[src/rtl/colour_pkg.sv]
// colour_pkg
//   Shared definitions for the RGB <-> colour-index converters:
//   - palette geometry (ENTRIES, IDX_W, RGB_W)
//   - default palette constants, RGB packed as {R[23:16], G[15:8], B[7:0]}
//   - FSM state encoding of the reverse lookup
//   - default_colour(): reset contents of one palette entry
package colour_pkg;

   localparam int ENTRIES = 8;
   localparam int IDX_W   = 3;
   localparam int RGB_W   = 24;

   localparam logic [RGB_W-1:0] COL_BLACK   = 24'h000000;
   localparam logic [RGB_W-1:0] COL_BLUE    = 24'h0000FF;
   localparam logic [RGB_W-1:0] COL_GREEN   = 24'h00FF00;
   localparam logic [RGB_W-1:0] COL_CYAN    = 24'h00FFFF;
   localparam logic [RGB_W-1:0] COL_RED     = 24'hFF0000;
   localparam logic [RGB_W-1:0] COL_MAGENTA = 24'hFF00FF;
   localparam logic [RGB_W-1:0] COL_YELLOW  = 24'hFFFF00;
   localparam logic [RGB_W-1:0] COL_WHITE   = 24'hFFFFFF;

   typedef enum logic [1:0] {
      IDLE = 2'd0,
      SCAN = 2'd1,
      DONE = 2'd2
   } state_t;

   // Index bit 2 drives red, bit 1 green, bit 0 blue.
   function automatic logic [RGB_W-1:0] default_colour(input logic [IDX_W-1:0] idx);
      logic [RGB_W-1:0] w_rgb;
      case (idx)
         3'd0:    w_rgb = COL_BLACK;
         3'd1:    w_rgb = COL_BLUE;
         3'd2:    w_rgb = COL_GREEN;
         3'd3:    w_rgb = COL_CYAN;
         3'd4:    w_rgb = COL_RED;
         3'd5:    w_rgb = COL_MAGENTA;
         3'd6:    w_rgb = COL_YELLOW;
         default: w_rgb = COL_WHITE;
      endcase
      return w_rgb;
   endfunction

endpackage

[src/rtl/colour_table.sv]
// colour_table
//   8 x 24-bit palette register file.
//   Ports:
//     clk, rst        clock, asynchronous active-high reset (loads default palette)
//     wr_en           write strobe
//     wr_addr[2:0]    entry written at the rising edge
//     wr_data[23:0]   RGB value stored
//     rd_addr[2:0]    combinational read address
//     rd_data[23:0]   contents of entry rd_addr (pre-edge value during a write)
module colour_table
   import colour_pkg::*;
(
   input  logic             clk,
   input  logic             rst,
   input  logic             wr_en,
   input  logic [IDX_W-1:0] wr_addr,
   input  logic [RGB_W-1:0] wr_data,
   input  logic [IDX_W-1:0] rd_addr,
   output logic [RGB_W-1:0] rd_data
);

   logic [RGB_W-1:0] r_mem [ENTRIES];

   always_ff @(posedge clk or posedge rst) begin
      if (rst) begin
         for (int i = 0; i < ENTRIES; i++) begin
            r_mem[i] <= default_colour(IDX_W'(i));
         end
      end else if (wr_en) begin
         r_mem[wr_addr] <= wr_data;
      end
   end

   // Read is combinational, so a compare in the same cycle as a write
   // to that entry sees the old value.
   assign rd_data = r_mem[rd_addr];

endmodule

[src/rtl/rgb_to_colour.sv]
// rgb_to_colour
//   Reverse colour lookup: scans the 8-entry palette from index 0 upward
//   and returns the lowest index whose RGB value exactly equals the request.
//   Ports:
//     clk, rst                 clock, asynchronous active-high reset
//     wr_en/wr_addr/wr_data    palette write port (legal in any state)
//     in_valid/in_ready/rgb    lookup request
//     out_valid/out_ready      result handshake
//     colour[2:0], hit         result: matched index, 1 = match found
//     dbg_state                current FSM state (observation only)
//
//   Handshake: a transfer happens on a rising edge where valid and ready
//   are both high; ready is only meaningful while the partner's valid is
//   high, and a held result stays stable until it is taken.
module rgb_to_colour
   import colour_pkg::*;
(
   input  logic             clk,
   input  logic             rst,
   input  logic             wr_en,
   input  logic [IDX_W-1:0] wr_addr,
   input  logic [RGB_W-1:0] wr_data,
   input  logic             in_valid,
   output logic             in_ready,
   input  logic [RGB_W-1:0] rgb,
   output logic             out_valid,
   input  logic             out_ready,
   output logic [IDX_W-1:0] colour,
   output logic             hit,
   output state_t           dbg_state
);

   state_t           r_state;
   logic [IDX_W-1:0] r_idx;
   logic [RGB_W-1:0] r_hold;
   logic [IDX_W-1:0] r_colour;
   logic             r_hit;

   state_t           w_next_state;
   logic [IDX_W-1:0] w_next_idx;
   logic [RGB_W-1:0] w_next_hold;
   logic [IDX_W-1:0] w_next_colour;
   logic             w_next_hit;
   logic [RGB_W-1:0] w_entry;
   logic             w_match;

   colour_table u_table (
      .clk     (clk),
      .rst     (rst),
      .wr_en   (wr_en),
      .wr_addr (wr_addr),
      .wr_data (wr_data),
      .rd_addr (r_idx),
      .rd_data (w_entry)
   );

   assign w_match = (w_entry == r_hold);

   always_ff @(posedge clk or posedge rst) begin
      if (rst) begin
         r_state  <= IDLE;
         r_idx    <= '0;
         r_hold   <= '0;
         r_colour <= '0;
         r_hit    <= 1'b0;
      end else begin
         r_state  <= w_next_state;
         r_idx    <= w_next_idx;
         r_hold   <= w_next_hold;
         r_colour <= w_next_colour;
         r_hit    <= w_next_hit;
      end
   end

   always_comb begin
      w_next_state  = r_state;
      w_next_idx    = r_idx;
      w_next_hold   = r_hold;
      w_next_colour = r_colour;
      w_next_hit    = r_hit;
      case (r_state)
         IDLE: begin
            if (in_valid) begin
               w_next_hold  = rgb;
               w_next_idx   = '0;
               w_next_state = SCAN;
            end
         end
         SCAN: begin
            // Ascending scan with early exit gives lowest-index-wins.
            if (w_match) begin
               w_next_colour = r_idx;
               w_next_hit    = 1'b1;
               w_next_state  = DONE;
            end else if (r_idx == IDX_W'(ENTRIES - 1)) begin
               w_next_colour = '0;
               w_next_hit    = 1'b0;
               w_next_state  = DONE;
            end else begin
               w_next_idx = r_idx + 3'd1;
            end
         end
         DONE: begin
            if (out_ready) begin
               w_next_state = IDLE;
            end
         end
         default: begin
            w_next_state = IDLE;
         end
      endcase
   end

   assign in_ready  = (r_state == IDLE);
   assign out_valid = (r_state == DONE);
   assign colour    = r_colour;
   assign hit       = r_hit;
   assign dbg_state = r_state;

endmodule

[config.mk]
export PLATFORM = sky130hd
export DESIGN_NAME = rgb_to_colour
export DESIGN_NICKNAME = d
export VERILOG_FILES = /design/src/rtl/colour_pkg.sv /design/src/rtl/colour_table.sv /design/src/rtl/rgb_to_colour.sv
export SDC_FILE = /design/constraint.sdc
export NUM_CORES = 1
export LEC_CHECK = 0
export BUFFER_PORTS_ARGS = -buffer_cell sky130_fd_sc_hd__buf_2
export CORE_MARGIN = 5
export CORE_UTILIZATION = 57
export CTS_BUF_LIST = sky130_fd_sc_hd__clkbuf_2 sky130_fd_sc_hd__clkbuf_4 sky130_fd_sc_hd__clkbuf_8
export DETAILED_ROUTE_END_ITERATION = 10
export HOLD_SLACK_MARGIN = 0.05
export PLACE_DENSITY = 0.78
export SLEW_MARGIN = 15
export SYNTH_ARGS = -nofsm -noshare
export SYNTH_HDL_FRONTEND = slang
export SYNTH_SLANG_ARGS = --single-unit
[constraint.sdc]
create_clock -name clk -period 7.7 [get_ports clk]
set_input_delay 1.54 -clock clk [delete_from_list [all_inputs] [get_ports clk]]
set_output_delay 1.54 -clock clk [all_outputs]
set_load 0.02 [all_outputs]
==> results of run 1 <==
worst max-delay path: cells and delay by family (launching register included):
kind | cells | cell delay (ns)
mux | 3 | 0.96
xor+xnor | 1 | 0.19
buf+inv | 1 | 0.63
flops | 1 | 0.76
simple gates | 2 | 0.55
compound gates | 1 | 0.32
area by class of cell:
cell class | instances | share of cell area, %
Inverter | 7 | 0.3295
Clock buffer | 62 | 6.292
Timing Repair Buffer | 77 | 3.635
Sequential cell | 225 | 48.87
Clock inverter | 5 | 0.4464
Tap cell | 229 | 2.434
Multi-Input combinational cell | 478 | 38.00
state kept, by name (all words and copies together) (netlist names):
register       cells
colour             3
dbg_state          2
r_idx              3
u_table.r_mem    192
r_hold            24
hit                1
stage by stage:
step           std cells  setup slack (ns)  power, mW
6_report            1083             4.165      4.279
5_1_grt             1083             3.995      4.514
4_1_cts             1082             4.143      4.300
3_5_place_dp        1015             4.167      3.190
3_3_place_gp        1015             4.272      3.119
2_1_floorplan        751            0.1561      2.840
metal layers:
layer,vias to the layer above,global-route usage [%]
met5,-,0
met4,2,7.603
met3,38,4.080
met2,173,38.75
met1,3396,29.70
li1,2862,-
logic make-up after synthesis:
logic type	synth area share (%)
compound gates	2.801
fa+ha+maj	0.2394
xor+xnor	1.005
flops	55.02
mux	32.32
buf+inv	2.382
simple gates	6.236
power by group through the flow:
| stage | logic (mW) | registers [mW] | clock network [mW] |
|---|---|---|---|
| finish | 1.42 | 1.76 | 1.10 |
| global route | 1.54 | 1.80 | 1.17 |
| CTS | 1.42 | 1.76 | 1.12 |
| detailed placement | 1.42 | 1.77 | 0 |
| global placement | 1.37 | 1.75 | 0 |
| floorplan | 1.15 | 1.69 | 0 |
final timing paths:
kind	from	endpoint	slack (ns)	cells past startpoint
min in group asynchronous	rst	u_table.r_mem[118]$_DFFE_PP0P_	1.17	2
max reg2reg	r_idx[2]$_DFFE_PP0P_	r_idx[0]$_DFFE_PP0P_	4.17	8
min reg2reg	r_hold[18]$_DFFE_PP0P_	r_hold[18]$_DFFE_PP0P_	0.50	2
max in group asynchronous	rst	u_table.r_mem[153]$_DFFE_PP0P_	5.18	3
min	r_hold[18]$_DFFE_PP0P_	r_hold[18]$_DFFE_PP0P_	0.50	2
max	r_idx[2]$_DFFE_PP0P_	r_idx[0]$_DFFE_PP0P_	4.17	8
layout by cell type, fill, tap and decap left out, types with 8 or more instances in the layout:
master,instances
nand2_1,91
buf_4,13
a22oi_1,10
mux4_2,24
buf_2,63
mux2i_1,54
a22o_1,8
clkbuf_8,44
mux2_2,204
clkbuf_4,18
dfstp_2,96
xor2_1,11
dfrtp_1,127
==> key figures, run 1 <==
Routing
  – DR pass1 iterations: 4
  – Metal2 WL: 12.07 mm
  – Routed wl met3: 1.139 mm
  – Wirelength per Cell: 22.12 um
  – Vias/cell: 5.975
  – DR top layer: met5
  – Routed vias: 6471
  – DR iter-0 viols: 331
  – Wl on met1: 10.17 mm
  – Routed WL: 23.95 mm
  – Antenna viol nets, final: 0
  – DRC viols: 0

Synthesis
  – Synth Warn #: 0
  – Top cells by count, synth: mux2_2 (204), dfrtp_1 (129), dfstp_2 (96)
  – Mapped cell area: 10450 sq um
  – Most frequent cell after synthesis: mux2_2
  – Syn Inst Count: 751
  – Synth top area share: 30.88%
  – Ys async rst share: 100.0%
  – Primary FF master, synth: dfrtp_1
  – Avg Cell Area, Syn: 13.92 sq um
  – Yosys top cell by area: dfrtp_1
  – Syn_nets: 809
  – Post-synth EDFFs: 0
  – Synth cell types: 40
  – Yosys reg bits: 225
  – Largest cells by area after synthesis: dfrtp_1 (31%), dfstp_2 (24%), mux2_2 (22%)
  – Post-synthesis sequential area ratio: 55.02%

Power and ir drop
  – Sw power: 1.393 mW
  – Clock power share: 25.6%
  – Switching Share: 32.54%
  – P_int: 2.887 mW
  – Comb pwr share: 33.3%
  – Leakage: 5.176 nW
  – Cell area power density: 363.5 nW/um^2
  – Worst vdd ir: 0.2194 mV
  – Flop pwr share: 41.1%

Floorplan
  – Die X: 145.4 um
  – Row count: 49
  – Core Region: 18020 sq um
  – DIE AREA: 21150 sq um
  – Top-Level Pins: 64
  – Starting Density: 57.99%
  – Die height: 145.4 um

Critical path
  – Master of the slowest instance on the critical path: dfrtp_2
  – CP Cell Sequence: buf_4 -> mux4_2 -> mux2i_1 -> xor2_1 -> nand2_1 -> nor4_2 -> a41o_2 -> mux2i_1
  – CP Class: flop to flop
  – Startpoint Class: flop
  – Crit Path Max Fanout: 35
  – Worst path max stage delay: 0.76 ns
  – Worst EP required: 8.13 ns
  – Worst EP arrival: 3.97 ns
  – Most used cell along the critical path: mux2i_1
  – Setup crit end kind: flop

GRT
  – Vias in the first global route: 7156
  – Initial antenna violation count: 1
  – Global route overflow: 0
  – Global Route Usage Sum: 22.75%
  – First-pass GRT wire length: 38.54 mm
  – Largest net degree at the start of global routing: 167

CTS
  – Clock buffer depth: 3
  – Clock Pin Slew Worst Setup and Hold Paths: 0.06 ns
  – CTS buffer count: 38
  – CTS H-tree lvls: 2
  – Clk root buf: clkbuf_8
  – Sink Count: 225
  – Post-CTS Setup Inserts: 0
  – Clk_lat worst skew: 0.52 ns
  – CTS resizes: 0
  – TritonCTS clock tree: done
  – Cts hold-fix bufs: 0

Placed design
  – Placed cell areas: 10960 sq um
  – Input/output buffers: 63
  – Routability cong.: 0.7594
  – DP HPWL: 14.76 mm

Timing
  – Slew Limit Fails: 0
  – Final Setup Violations: 0
  – Hold_ws: 0.4951 ns
  – Total negative slack: 0 ns
  – Max Clock Skew: 0.01039 ns
  – Final period util: 45.91%
  – Peak Freq: 282.9 MHz
  – Least-Margin Pin Slew: 0.8522 ns
  – Fin crit period: 3.535 ns
  – Final Hold Fails: 0
  – Max_slew headroom: 43.19%
  – RSZ-0062 raised after global routing: false

Layout
  – Register area: 5753 sq um
  – ANT cells: 0
  – Final Cell Area: 11770 sq um
  – Final Util: 65.31%
  – Fillers: 1331
  – Multi-input logic area: 4473 sq um
  – Syn-to-layout area delta: 12.63%
  – Layout net count: 885
  – Layout cells sized above 1: 56.21%

Run
  – MaxCap Viol Count: 0

Hold path
  – HP Class: flop to flop

Status
  – Outcome: finished clean
No activity file was read; power rests on OpenSTA's default activity.
==> run 2, diff against run 1 <==
--- a/config.mk
+++ b/config.mk
@@ -7,11 +7,11 @@
 export LEC_CHECK = 0
 export BUFFER_PORTS_ARGS = -buffer_cell sky130_fd_sc_hd__buf_2
 export CORE_MARGIN = 5
-export CORE_UTILIZATION = 57
+export CORE_UTILIZATION = 63
 export CTS_BUF_LIST = sky130_fd_sc_hd__clkbuf_2 sky130_fd_sc_hd__clkbuf_4 sky130_fd_sc_hd__clkbuf_8
 export DETAILED_ROUTE_END_ITERATION = 10
 export HOLD_SLACK_MARGIN = 0.05
-export PLACE_DENSITY = 0.78
+export PLACE_DENSITY = 0.82
 export SLEW_MARGIN = 15
 export SYNTH_ARGS = -nofsm -noshare
 export SYNTH_HDL_FRONTEND = slang
==> constraint.sdc (replaced) <==
create_clock -name clk -period 3.26 [get_ports clk]
set_input_delay 0.652 -clock clk [delete_from_list [all_inputs] [get_ports clk]]
set_output_delay 0.652 -clock clk [all_outputs]
set_load 0.02 [all_outputs]
==> run 2 against run 1 <==
Critical endpoint is now colour[0]$_DFFE_PP0P_. Flip-flop and latch count did not move. Worst hold slack got worse by 0.42 ns. Highest routed layer is now met4. Fmax is 20% higher. Core utilization grew 6.9 points. Die area is 8.9% lower. Largest power group unchanged. Critical path depth unchanged. Combinational power up 140%. Via count rose by 2.5%. Largest cell class unchanged. Worst setup slack got worse by 3.9 ns.
==> key figures, run 2 (synthesis gave the netlist of run 1 again) <==
Status
  – Outcome: finished clean

Power and ir drop
  – Sw power: 3.325 mW
  – Cell area power density: 859.1 nW/um^2
  – Worst vdd ir: 0.5214 mV
  – P_int: 6.851 mW
  – Clock power share: 25.0%
  – Comb pwr share: 33.2%
  – Leakage: 5.224 nW
  – Switching Share: 32.68%
  – Flop pwr share: 41.8%

Timing
  – RSZ-0062 raised after global routing: false
  – Fin crit period: 2.957 ns
  – Hold_ws: 0.07544 ns
  – Max_slew headroom: 47.80%
  – Slew Limit Fails: 0
  – Final Hold Fails: 0
  – Least-Margin Pin Slew: 0.7811 ns
  – Max Clock Skew: 0.01491 ns
  – Final Setup Violations: 0
  – Final period util: 90.71%
  – Peak Freq: 338.2 MHz
  – Total negative slack: 0 ns

CTS
  – TritonCTS clock tree: done
  – Cts hold-fix bufs: 0
  – Post-CTS Setup Inserts: 0
  – Clk root buf: clkbuf_8
  – Sink Count: 225
  – Clk_lat worst skew: 0.54 ns
  – CTS buffer count: 37
  – CTS H-tree lvls: 2
  – Clock Pin Slew Worst Setup and Hold Paths: 0.06 ns
  – Clock buffer depth: 3

Critical path
  – Setup crit end kind: flop
  – Worst EP required: 3.66 ns
  – Crit Path Max Fanout: 21
  – CP Class: flop to flop
  – Worst EP arrival: 3.35 ns
  – Startpoint Class: flop

Routing
  – Antenna viol nets, final: 0
  – Routed WL: 24.56 mm
  – DR iter-0 viols: 399
  – Routed vias: 6636
  – Wirelength per Cell: 22.64 um
  – DRC viols: 0
  – DR pass1 iterations: 5
  – Vias/cell: 6.116

Layout
  – Multi-input logic area: 4473 sq um
  – Commonest non-fill, non-tap cells in the layout: mux2_2 (204), dfrtp_1 (126), dfstp_2 (96)
  – Layout net count: 895
  – Largest Register: u_table.r_mem
  – Register area: 5757 sq um
  – Biggest regs: u_table.r_mem (192), r_hold (24)
  – Fillers: 1059
  – Syn-to-layout area delta: 13.32%
  – ANT cells: 0
  – Max reg flops: 192
  – Most common cell after layout, fill and taps aside: mux2_2
  – Layout cells sized above 1: 56.88%

GRT
  – Largest net degree at the start of global routing: 92
  – Global Route Usage Sum: 26.06%
  – Most Crowded Layer GR: met2
  – Initial antenna violation count: 0
  – Met2 Use GR: 44.44%
  – Vias in the first global route: 7288
  – Global route overflow: 0
  – First-pass GRT wire length: 39.57 mm
  – Met3 Use GR: 5.690%
  – Met1 usage: 33.39%

Floorplan
  – Row count: 47
  – Top-Level Pins: 64
  – Die X: 138.8 um
  – Core Region: 16410 sq um
  – Die height: 138.8 um
  – Starting Density: 63.71%
  – DIE AREA: 19270 sq um

Placed design
  – Input/output buffers: 63
  – Routability cong.: 0.8295
  – DP HPWL: 16.08 mm

Run
  – MaxCap Viol Count: 0

Hold path
  – HP Class: primary input to async pin
## run 2: per-stage QoR
| stage | area [sq um] | power (mW) | std cells | util [%] | setup slack, ns |
|---|---|---|---|---|---|
| 2_1_floorplan | 10460 | 6.710 | 751 | - | -0.2516 |
| 3_3_place_gp | 11060 | 7.442 | 1018 | 67.41 | 0.3678 |
| 3_5_place_dp | 11060 | 7.622 | 1018 | 67.41 | 0.3132 |
| 4_1_cts | 11840 | 10.20 | 1085 | 72.17 | 0.2077 |
| 5_1_grt | 11850 | 10.73 | 1085 | 72.20 | 0.06860 |
| 6_report | 11850 | 10.18 | 1085 | 72.20 | 0.3029 |
## run 2: final cells by class
cell class                 count  area share, %
clock buffer                  65          6.496
sequential                   225          48.60
tap                          220          2.324
timing repair buffer          88          4.458
clock inverter                 2         0.1056
multi-input combinational    478          37.76
inverter                       7         0.2535
## run 2: worst paths after layout
check                                        from  cells past startpoint                              to  slack, ns
max                          r_idx[2]$_DFFE_PP0P_                      8           colour[0]$_DFFE_PP0P_       0.30
min                                           rst                      2  u_table.r_mem[118]$_DFFE_PP0P_       0.08
max reg2reg                  r_idx[2]$_DFFE_PP0P_                      8           colour[0]$_DFFE_PP0P_       0.30
min reg2reg                r_hold[13]$_DFFE_PP0P_                      2          r_hold[13]$_DFFE_PP0P_       0.50
max in group asynchronous                     rst                      3            r_idx[2]$_DFFE_PP0P_       2.39
min in group clk                           rgb[6]                      3           r_hold[6]$_DFFE_PP0P_       0.31
## run 2: what timing repair did
action,4_1_cts,5_1_grt
setup endpoints to repair,0,4
resized for setup,0,2
endpoints found under the hold margin,0,0
## run 2: layer usage
metal,vias to the layer above,share of wire [%]
met5,-,0
met3,51,5.4
li1,2890,-
met1,3493,41
met2,202,51
met4,0,2.4
## run 2: power groups by stage
stage                     combinational (mW)  clock [mW]  sequential (mW)
after floorplan                         2.72           0             3.99
after global placement                  3.23           0             4.21
after detailed placement                3.35           0             4.27
after CTS                               3.38        2.59             4.24
after global routing                    3.66        2.73             4.33
final                                   3.38        2.55             4.25
## run 2: worst max-delay path, cell delays in order (launching register included)
cell and delay (ns):
dfrtp_4 0.60, buf_4 0.35, mux4_2 0.54, mux2i_1 0.26
xor2_1 0.24, nand3_1 0.10, nor4_1 0.30, nand4_2 0.24
mux2i_1 0.18
